[src/rtl/dff_stim_sched.sv]
`timescale 1ns/1ps
`default_nettype none
// ============================================================================
// Module      : dff_stim_sched
// Description : Round-robin scheduler sharing the single din/dout port of a
//               dff DUT among NREQ stimulus drivers. A granted requester
//               streams 1-bit beats into a registered din; dout is sampled
//               LAT+1 edges after each accepted beat and returned as a
//               response tagged with the requester id.
// Revision    : 1.0 - initial release
// ============================================================================
module dff_stim_sched #(
    parameter int NREQ   = 4,   // number of requesters (2..8)
    parameter int LAT    = 1,   // DUT latency, din change to dout valid (1..4)
    parameter int MAXLEN = 8,   // beats per grant before a forced end (1..255)
    localparam int IDW   = (NREQ > 1) ? $clog2(NREQ) : 1
) (
    input  logic            clk,
    input  logic            rst,
    input  logic [NREQ-1:0] req_valid,
    input  logic [NREQ-1:0] req_din,
    input  logic [NREQ-1:0] req_last,
    output logic [NREQ-1:0] req_ready,
    output logic            din,
    input  logic            dout,
    output logic            rsp_valid,
    output logic [IDW-1:0]  rsp_id,
    output logic            rsp_dout,
    output logic            busy,
    output logic            burst_trunc
);

    // Beat counter is 8 bits wide; the MAXLEN limit is compared at that width.
    localparam logic [7:0]     MAXLEN_C  = 8'(MAXLEN);
    localparam logic [IDW-1:0] PTR_RST_C = IDW'(NREQ - 1);

    typedef enum logic [0:0] {
        ST_IDLE  = 1'b0,
        ST_BURST = 1'b1
    } state_t;

    // ------------------------------------------------------------------------
    // State
    // ------------------------------------------------------------------------
    state_t         state_q, state_d;
    logic [IDW-1:0] gnt_q,   gnt_d;     // requester holding the port
    logic [IDW-1:0] ptr_q,   ptr_d;     // last granted id, search starts above
    logic [7:0]     cnt_q,   cnt_d;     // beats accepted in current burst
    logic           din_q,   din_d;
    logic           trunc_q, trunc_d;

    // Tag pipe: stage 0 is loaded on the accept edge, stage LAT holds the tag
    // on the edge at which the matching dout becomes valid.
    logic [LAT:0]   pv_q;
    logic [IDW-1:0] pid_q [0:LAT];

    logic           rsp_valid_q;
    logic [IDW-1:0] rsp_id_q;
    logic           rsp_dout_q;

    logic           w_pick_valid;
    logic [IDW-1:0] w_pick_id;
    logic           w_accept;

    // ------------------------------------------------------------------------
    // Round-robin pick: first valid requester searching upward from ptr+1.
    // ------------------------------------------------------------------------
    always_comb begin
        w_pick_valid = 1'b0;
        w_pick_id    = ptr_q;
        for (int i = 1; i <= NREQ; i++) begin
            int idx;
            idx = int'(ptr_q) + i;
            if (idx >= NREQ) begin
                idx = idx - NREQ;
            end
            if (!w_pick_valid && req_valid[idx[IDW-1:0]]) begin
                w_pick_valid = 1'b1;
                w_pick_id    = idx[IDW-1:0];
            end
        end
    end

    // ------------------------------------------------------------------------
    // Next-state logic: grant in IDLE, stream beats in BURST.
    // ------------------------------------------------------------------------
    always_comb begin
        state_d  = state_q;
        gnt_d    = gnt_q;
        ptr_d    = ptr_q;
        cnt_d    = cnt_q;
        din_d    = din_q;
        trunc_d  = 1'b0;
        w_accept = 1'b0;
        case (state_q)
            ST_IDLE: begin
                if (w_pick_valid) begin
                    gnt_d   = w_pick_id;
                    ptr_d   = w_pick_id;
                    cnt_d   = 8'd0;
                    state_d = ST_BURST;
                end
            end
            ST_BURST: begin
                // Grant is sticky: without a valid beat we simply wait,
                // holding din, for as long as it takes.
                if (req_valid[gnt_q]) begin
                    w_accept = 1'b1;
                    din_d    = req_din[gnt_q];
                    cnt_d    = cnt_q + 8'd1;
                    if (req_last[gnt_q]) begin
                        state_d = ST_IDLE;
                    end else if ((cnt_q + 8'd1) == MAXLEN_C) begin
                        state_d = ST_IDLE;
                        trunc_d = 1'b1;
                    end
                end
            end
            default: begin
                state_d = ST_IDLE;
            end
        endcase
    end

    // Control and data registers of the scheduler.
    always_ff @(posedge clk) begin
        if (rst) begin
            state_q <= ST_IDLE;
            gnt_q   <= '0;
            ptr_q   <= PTR_RST_C;
            cnt_q   <= 8'd0;
            din_q   <= 1'b0;
            trunc_q <= 1'b0;
        end else begin
            state_q <= state_d;
            gnt_q   <= gnt_d;
            ptr_q   <= ptr_d;
            cnt_q   <= cnt_d;
            din_q   <= din_d;
            trunc_q <= trunc_d;
        end
    end

    // Tag pipe tracking accepted beats until their dout is valid.
    always_ff @(posedge clk) begin
        if (rst) begin
            pv_q <= '0;
            for (int k = 0; k <= LAT; k++) begin
                pid_q[k] <= '0;
            end
        end else begin
            pv_q[0]  <= w_accept;
            pid_q[0] <= gnt_q;
            for (int k = 1; k <= LAT; k++) begin
                pv_q[k]  <= pv_q[k-1];
                pid_q[k] <= pid_q[k-1];
            end
        end
    end

    // Response register: capture dout alongside the tag leaving the pipe.
    always_ff @(posedge clk) begin
        if (rst) begin
            rsp_valid_q <= 1'b0;
            rsp_id_q    <= '0;
            rsp_dout_q  <= 1'b0;
        end else begin
            rsp_valid_q <= pv_q[LAT];
            if (pv_q[LAT]) begin
                rsp_id_q   <= pid_q[LAT];
                rsp_dout_q <= dout;
            end
        end
    end

    // ------------------------------------------------------------------------
    // Ready decode from registered state only; nothing is ready in IDLE,
    // which leaves one arbitration cycle between bursts.
    // ------------------------------------------------------------------------
    generate
        for (genvar g = 0; g < NREQ; g++) begin : g_ready
            assign req_ready[g] = (state_q == ST_BURST) && (gnt_q == IDW'(g));
        end
    endgenerate

    assign din         = din_q;
    assign rsp_valid   = rsp_valid_q;
    assign rsp_id      = rsp_id_q;
    assign rsp_dout    = rsp_dout_q;
    assign burst_trunc = trunc_q;
    assign busy        = (state_q != ST_IDLE) || (|pv_q);

endmodule
`default_nettype wire

[config.mk]
export PLATFORM = sky130hd
export DESIGN_NAME = dff_stim_sched
export DESIGN_NICKNAME = d
export VERILOG_FILES = /design/src/rtl/dff_stim_sched.sv
export SDC_FILE = /design/constraint.sdc
export NUM_CORES = 1
export LEC_CHECK = 0
export ABC_CLOCK_PERIOD_IN_PS = 5300
export BUFFER_PORTS_ARGS = -buffer_cell sky130_fd_sc_hd__buf_2
export CORE_ASPECT_RATIO = 2
export CORE_UTILIZATION = 34
export CTS_CLUSTER_DIAMETER = 120
export CTS_CLUSTER_SIZE = 28
export DETAILED_ROUTE_END_ITERATION = 8
export PLACE_DENSITY = 0.65
export SYNTH_ARGS = -nofsm -noshare
export SYNTH_HDL_FRONTEND = slang
export SYNTH_SLANG_ARGS = --single-unit
[constraint.sdc]
create_clock -name clk -period 5.3 [get_ports clk]
set_clock_uncertainty 0.05 [all_clocks]
set_input_delay 0.265 -clock clk [delete_from_list [all_inputs] [get_ports clk]]
set_output_delay 0.265 -clock clk [all_outputs]
set_load 0.01 [all_outputs]
Yosys cells after proc, flatten, opt, wreduce, memory -nomap -nowiden
Memory sizes are Yosys's and may differ from the RTL's. A register that Yosys moved wholly into a read port is not among the register bits. Index checks and enable logic that the tools add are counted.

Word-level logic and storage cells: 98. Output and inout port bits: 11. Bits of input ports: 15. Memory bits (writable): 4. Memories kept: 1. Flip-flop bits (word level): 19.

$lt $le $gt $ge: 9. Mux-type cells: 41. Bitwise gates (word level): 4. Eq/ne operators: 6. Reductions and logical operators: 18. Add/sub/neg operators: 9.

Memories: pid_q (depth 2, width 2, read ports 2, clocked after memory_dff 1, wr ports 2, RTL line 55) `logic [IDW-1:0] pid_q [0:LAT];`.

Operators with widths (count): 1-bit 2-to-1 mux (20); 2-bit 2-to-1 mux (10); 8-bit 2-to-1 mux (2); 8-bit one-hot mux with 2 select lines (1); 2-bit by 3-bit < comparator with 1-bit output (second input constant) (5); 1-bit binary-select mux with 2-bit select (7); 3-bit >= comparator (second input constant) (3); 8-bit by 1-bit adder with 8-bit output (second input constant) (1); 8-bit by 4-bit == test with 1-bit output (second input constant) (1); 2-bit by 1-bit subtractor with 2-bit output (second input constant) (4); 1-bit logical AND (7); 2-bit by 2-bit adder with 3-bit output (second input constant) (2); 2-bit AND reduction (3); 2-bit by 3-bit adder with 4-bit output (second input constant) (1); 2-bit == test (second input constant) (2); 4-bit by 3-bit >= comparator with 1-bit output (second input constant) (1); 2-bit OR reduction (2); 4-bit OR reduction (1); 2-bit by 1-bit adder with 3-bit output (second input constant) (1); 1-bit zero test (3); 2-bit by 1-bit == test with 1-bit output (second input constant) (1); 2-bit zero test (1); 2-bit by 1-bit != test with 1-bit output (second input constant) (1); 2-bit != test (second input constant) (1); other kinds (4) (6).

Depth between registers and ports, before layout
Depth after elaboration: 17. Mapped depth: 6. Gate-level depth less buffers: 5.

Worst setup path before layout
OpenSTA, ideal clock, no wires.

Path kind: flip-flop to flip-flop. Start point: reg gnt_q[0]. End point: reg cnt_q[2]. Arrival: 1.525 ns. Setup slack: 3.592 ns. Stages on the path, launching flop included: 7. Library setup time: 0.134 ns. Buffers on the path: 2. Path through: dfxtp_1 -> buf_6 -> mux4_2 -> and2_1 -> buf_2 -> a21oi_1 -> a211oi_1.

Longest elaborated chain between the ends: 4.

Ends and longest elaborated chain: start, declared (RTL line 46) `logic [IDW-1:0] gnt_q, gnt_d;`; start signal, assigned (RTL line 136) `gnt_q <= gnt_d;`; 1-bit binary-select mux with 2-bit select (RTL line 107) `if (req_valid[gnt_q]) begin`; 1-bit 2-to-1 mux (implied by the code) (RTL line 107); 2-bit by 1-bit != test with 1-bit output (no line); 2-bit AND reduction (no line); end signal, assigned (RTL line 138) `cnt_q <= cnt_d;`; end, declared (RTL line 48) `logic [7:0] cnt_q, cnt_d;`.

No other way between the ends. The select of a mux whose other input is x is not followed. A chain may end at the register's enable or synchronous reset.

Worst setup path after layout
Same ends and word-level chain as after synthesis.

==> impl_metrics.py <==
metrics = {
    "cts": {
        "cts-root-buf": "clkbuf_8",
        "cts_setup_buffers": 0,
        "cts_tree": "built",
        "cts.clk_slew.worst_paths_ps": 90,
        "htreeDepth": 1,
        "clock_path_buffers": 2,
        "ctsHoldBuffers": 0,
        "post_cts_resized": 0,
        "numCtsBuffers": 3,
        "clk_latency_ps": 270,
        "clock_sinks": 25,
    },
    "routing": {
        "wl_mm": 2.63,
        "vias_per_cell": 5.28,
        "drtPass1Iterations": 4,
        "wl_per_cell_um": 12.3,
        "drc_errors": 0,
        "dr.first_iter.drc_count": 18,
        "route.antenna.remaining_nets": 0,
        "dr_total_vias": 1130,
    },
    "timing": {
        "tightest_slew_ps": 584,
        "fmax_ghz": 0.534,
        "hold_viol": 0,
        "setup_viol": 0,
        "min_period_ps": 1870,
        "relSlewSlack_pct": 61.0,
        "final.setup.tns_ps": 0,
        "rsz0062_at_grt": "no",
        "drv_slew": 0,
        "period_share_pct": 35.4,
    },
    "place": {
        "port_buffers": 25,
        "gp_congestion": 0.791,
        "dpl.hpwl_mm": 2.02,
        "placed_area_sq_mm": 0.00143,
        "dp_cells": 210,
    },
    "die": {
        "pin_count": 26,
        "die_width_um": 45.4,
        "die_area_sq_mm": 0.00403,
        "placementRows": 31,
        "initial_utilization_pct": 35.4,
        "fp.dieH_um": 88.7,
        "core_area_sq_mm": 0.00361,
    },
    "global_routing": {
        "grt_start_max_net_pins": 24,
        "grt_use_met1_pct": 16.3,
        "grt_util_met3_pct": 2.04,
        "grt_usage_pct": 15.0,
        "grt_pass1_wl_mm": 4.49,
        "grt.overflow.total": 0,
        "grt_util_met2_pct": 27.7,
        "antenna_found_initial": 0,
        "grt_pass1_vias": 1051,
        "grt-busiest-layer": "met2",
    },
    "worst_setup_path": {
        "cp-start-kind": "register",
        "critical_path_peak_fanout": 9,
        "critPathRequiredTime_ps": 5400,
        "endpoint_kind": "register",
        "crit_type": "register to register",
        "worst-endpoint-arrival_ps": 1970,
    },
    "synthesis": {
        "synth_cells": 144,
        "synthFlopType": "dfxtp_1",
        "async_reset_ff_share_pct": 0,
        "synth_top_area_share_pct": 39.1,
        "synth_cell_type_count": 39,
        "ys_seq_area_share_pct": 39.1,
        "yosysMostFrequentCell": "dfxtp_1",
        "syn_nets": 160,
        "ys_ff_latch": 25,
        "ys_warn_count": 0,
        "syn_avg_cell_area_sq_um": 8.88,
        "synth_edf_count": 0,
        "yosysTopAreaCell": "dfxtp_1",
        "synth_common_cells": "25 x dfxtp_1, 16 x nand2_1, 11 x nor2_1, 9 x a21oi_1, 7 x nand3_1",
        "synth_area_sq_mm": 0.00128,
        "yosys-top-cells-area": "dfxtp_1 39%, nand2_1 4.7%, mux4_1 4.1%",
    },
    "worst_hold_path": {
        "hold_class": "primary input to register",
    },
    "power": {
        "worst_ir_drop_vdd_v": 0.000166,
        "power.density_mw_per_mm2": 263,
        "power_leakage_nw": 0.560,
    },
    "flow_run": {
        "drv_cap": 0,
    },
    "cells_and_area": {
        "area_growth_pct": 15.3,
        "stdcell_area_sq_mm": 0.00147,
        "final_layout_size_suffix_gt1_share_pct": 21.8,
        "final_nets": 182,
        "antenna_cells": 0,
        "final_cell_count_no_fill": 214,
    },
    "status": {
        "outcome": "finished, final reports clean",
    },
}
area by class of cell:
cell class	count	area, sq um
flip-flops and latches	25	500
inverters	4	15.0
repair buffers	25	125
well taps	49	61.3
fillers	358	2130
clock inverters	1	7.51
clock buffers	3	41.3
multi-input cells	107	723
state kept, by name, summed over array words and instances (netlist names):
signal / count
rsp_id: 2
burst_trunc: 1
din: 1
cnt_q: 8
pid_q: 4
rsp_valid: 1
rsp_dout: 1
state_q: 1
pv_q: 2
ptr_q: 2
gnt_q: 2
per-layer routing:
metal  share of wire, %  vias up
met5                  0        -
met4                1.4        0
met3                2.5        4
met2                 55       21
met1                 41      538
li1                   -      567
power breakdown:
group / switching [mW] / internal, mW
logic: 0.0317 / 0.0311
registers: 0.0139 / 0.197
clock network: 0.0611 / 0.0533
total: 0.107 / 0.281
cells by family (layout without fill, tap and decap cells):
kind of cell	count (synthesis)	in the layout	synth area share, %
mux	9	9	12.5
buf+inv	12	33	4.31
fa+ha+maj	1	1	0.978
compound gates	30	30	15.3
flops	25	25	39.1
simple gates	67	67	27.8
placed cells by master, fill, tap and decap left out, types with 3 or more instances in the layout:
cell      count
dfxtp_1      25
buf_2        25
nand2_1      16
nor2_1       11
a21oi_1       9
nand3_1       7
nand2b_1      6
a31oi_1       6
nor2b_1       6
or3_1         5
mux2i_1       4
inv_1         4
o21ai_0       4
nor3_1        3
clkbuf_8      3
through the flow:
stage / power (mW) / hold slack, ps / setup slack [ps] / util [%]
finish: 0.388 / 183 / 3430 / 40.9
global route: 0.407 / 211 / 3330 / 40.9
detailed placement: 0.278 / 383 / 3430 / 39.5
floorplan: 0.259 / 287 / 3590 / -
CTS: 0.393 / 182 / 3410 / 40.9
global placement: 0.275 / 369 / 3470 / 39.5
path summary, 6_finish.rpt:
path	start	to	slack, ps	cells after the start
setup / recovery	gnt_q[0]$_SDFFE_PP0P_	cnt_q[2]$_SDFFE_PP0P_	3430	4
hold / removal	dout	rsp_dout$_SDFFE_PP0P_	180	3
setup reg to reg	gnt_q[0]$_SDFFE_PP0P_	cnt_q[2]$_SDFFE_PP0P_	3430	4
hold reg to reg	pid_q[0][1]$_SDFF_PP0_	pid_q[1][1]$_SDFF_PP0_	400	1
critical path, cell delays in order (launching register included):
cell      delay, ps
dfxtp_1         520
mux4_2          630
and2_1          290
a21oi_1         180
a211oi_1         80
Note: power is estimated with default switching activity, not from simulation.
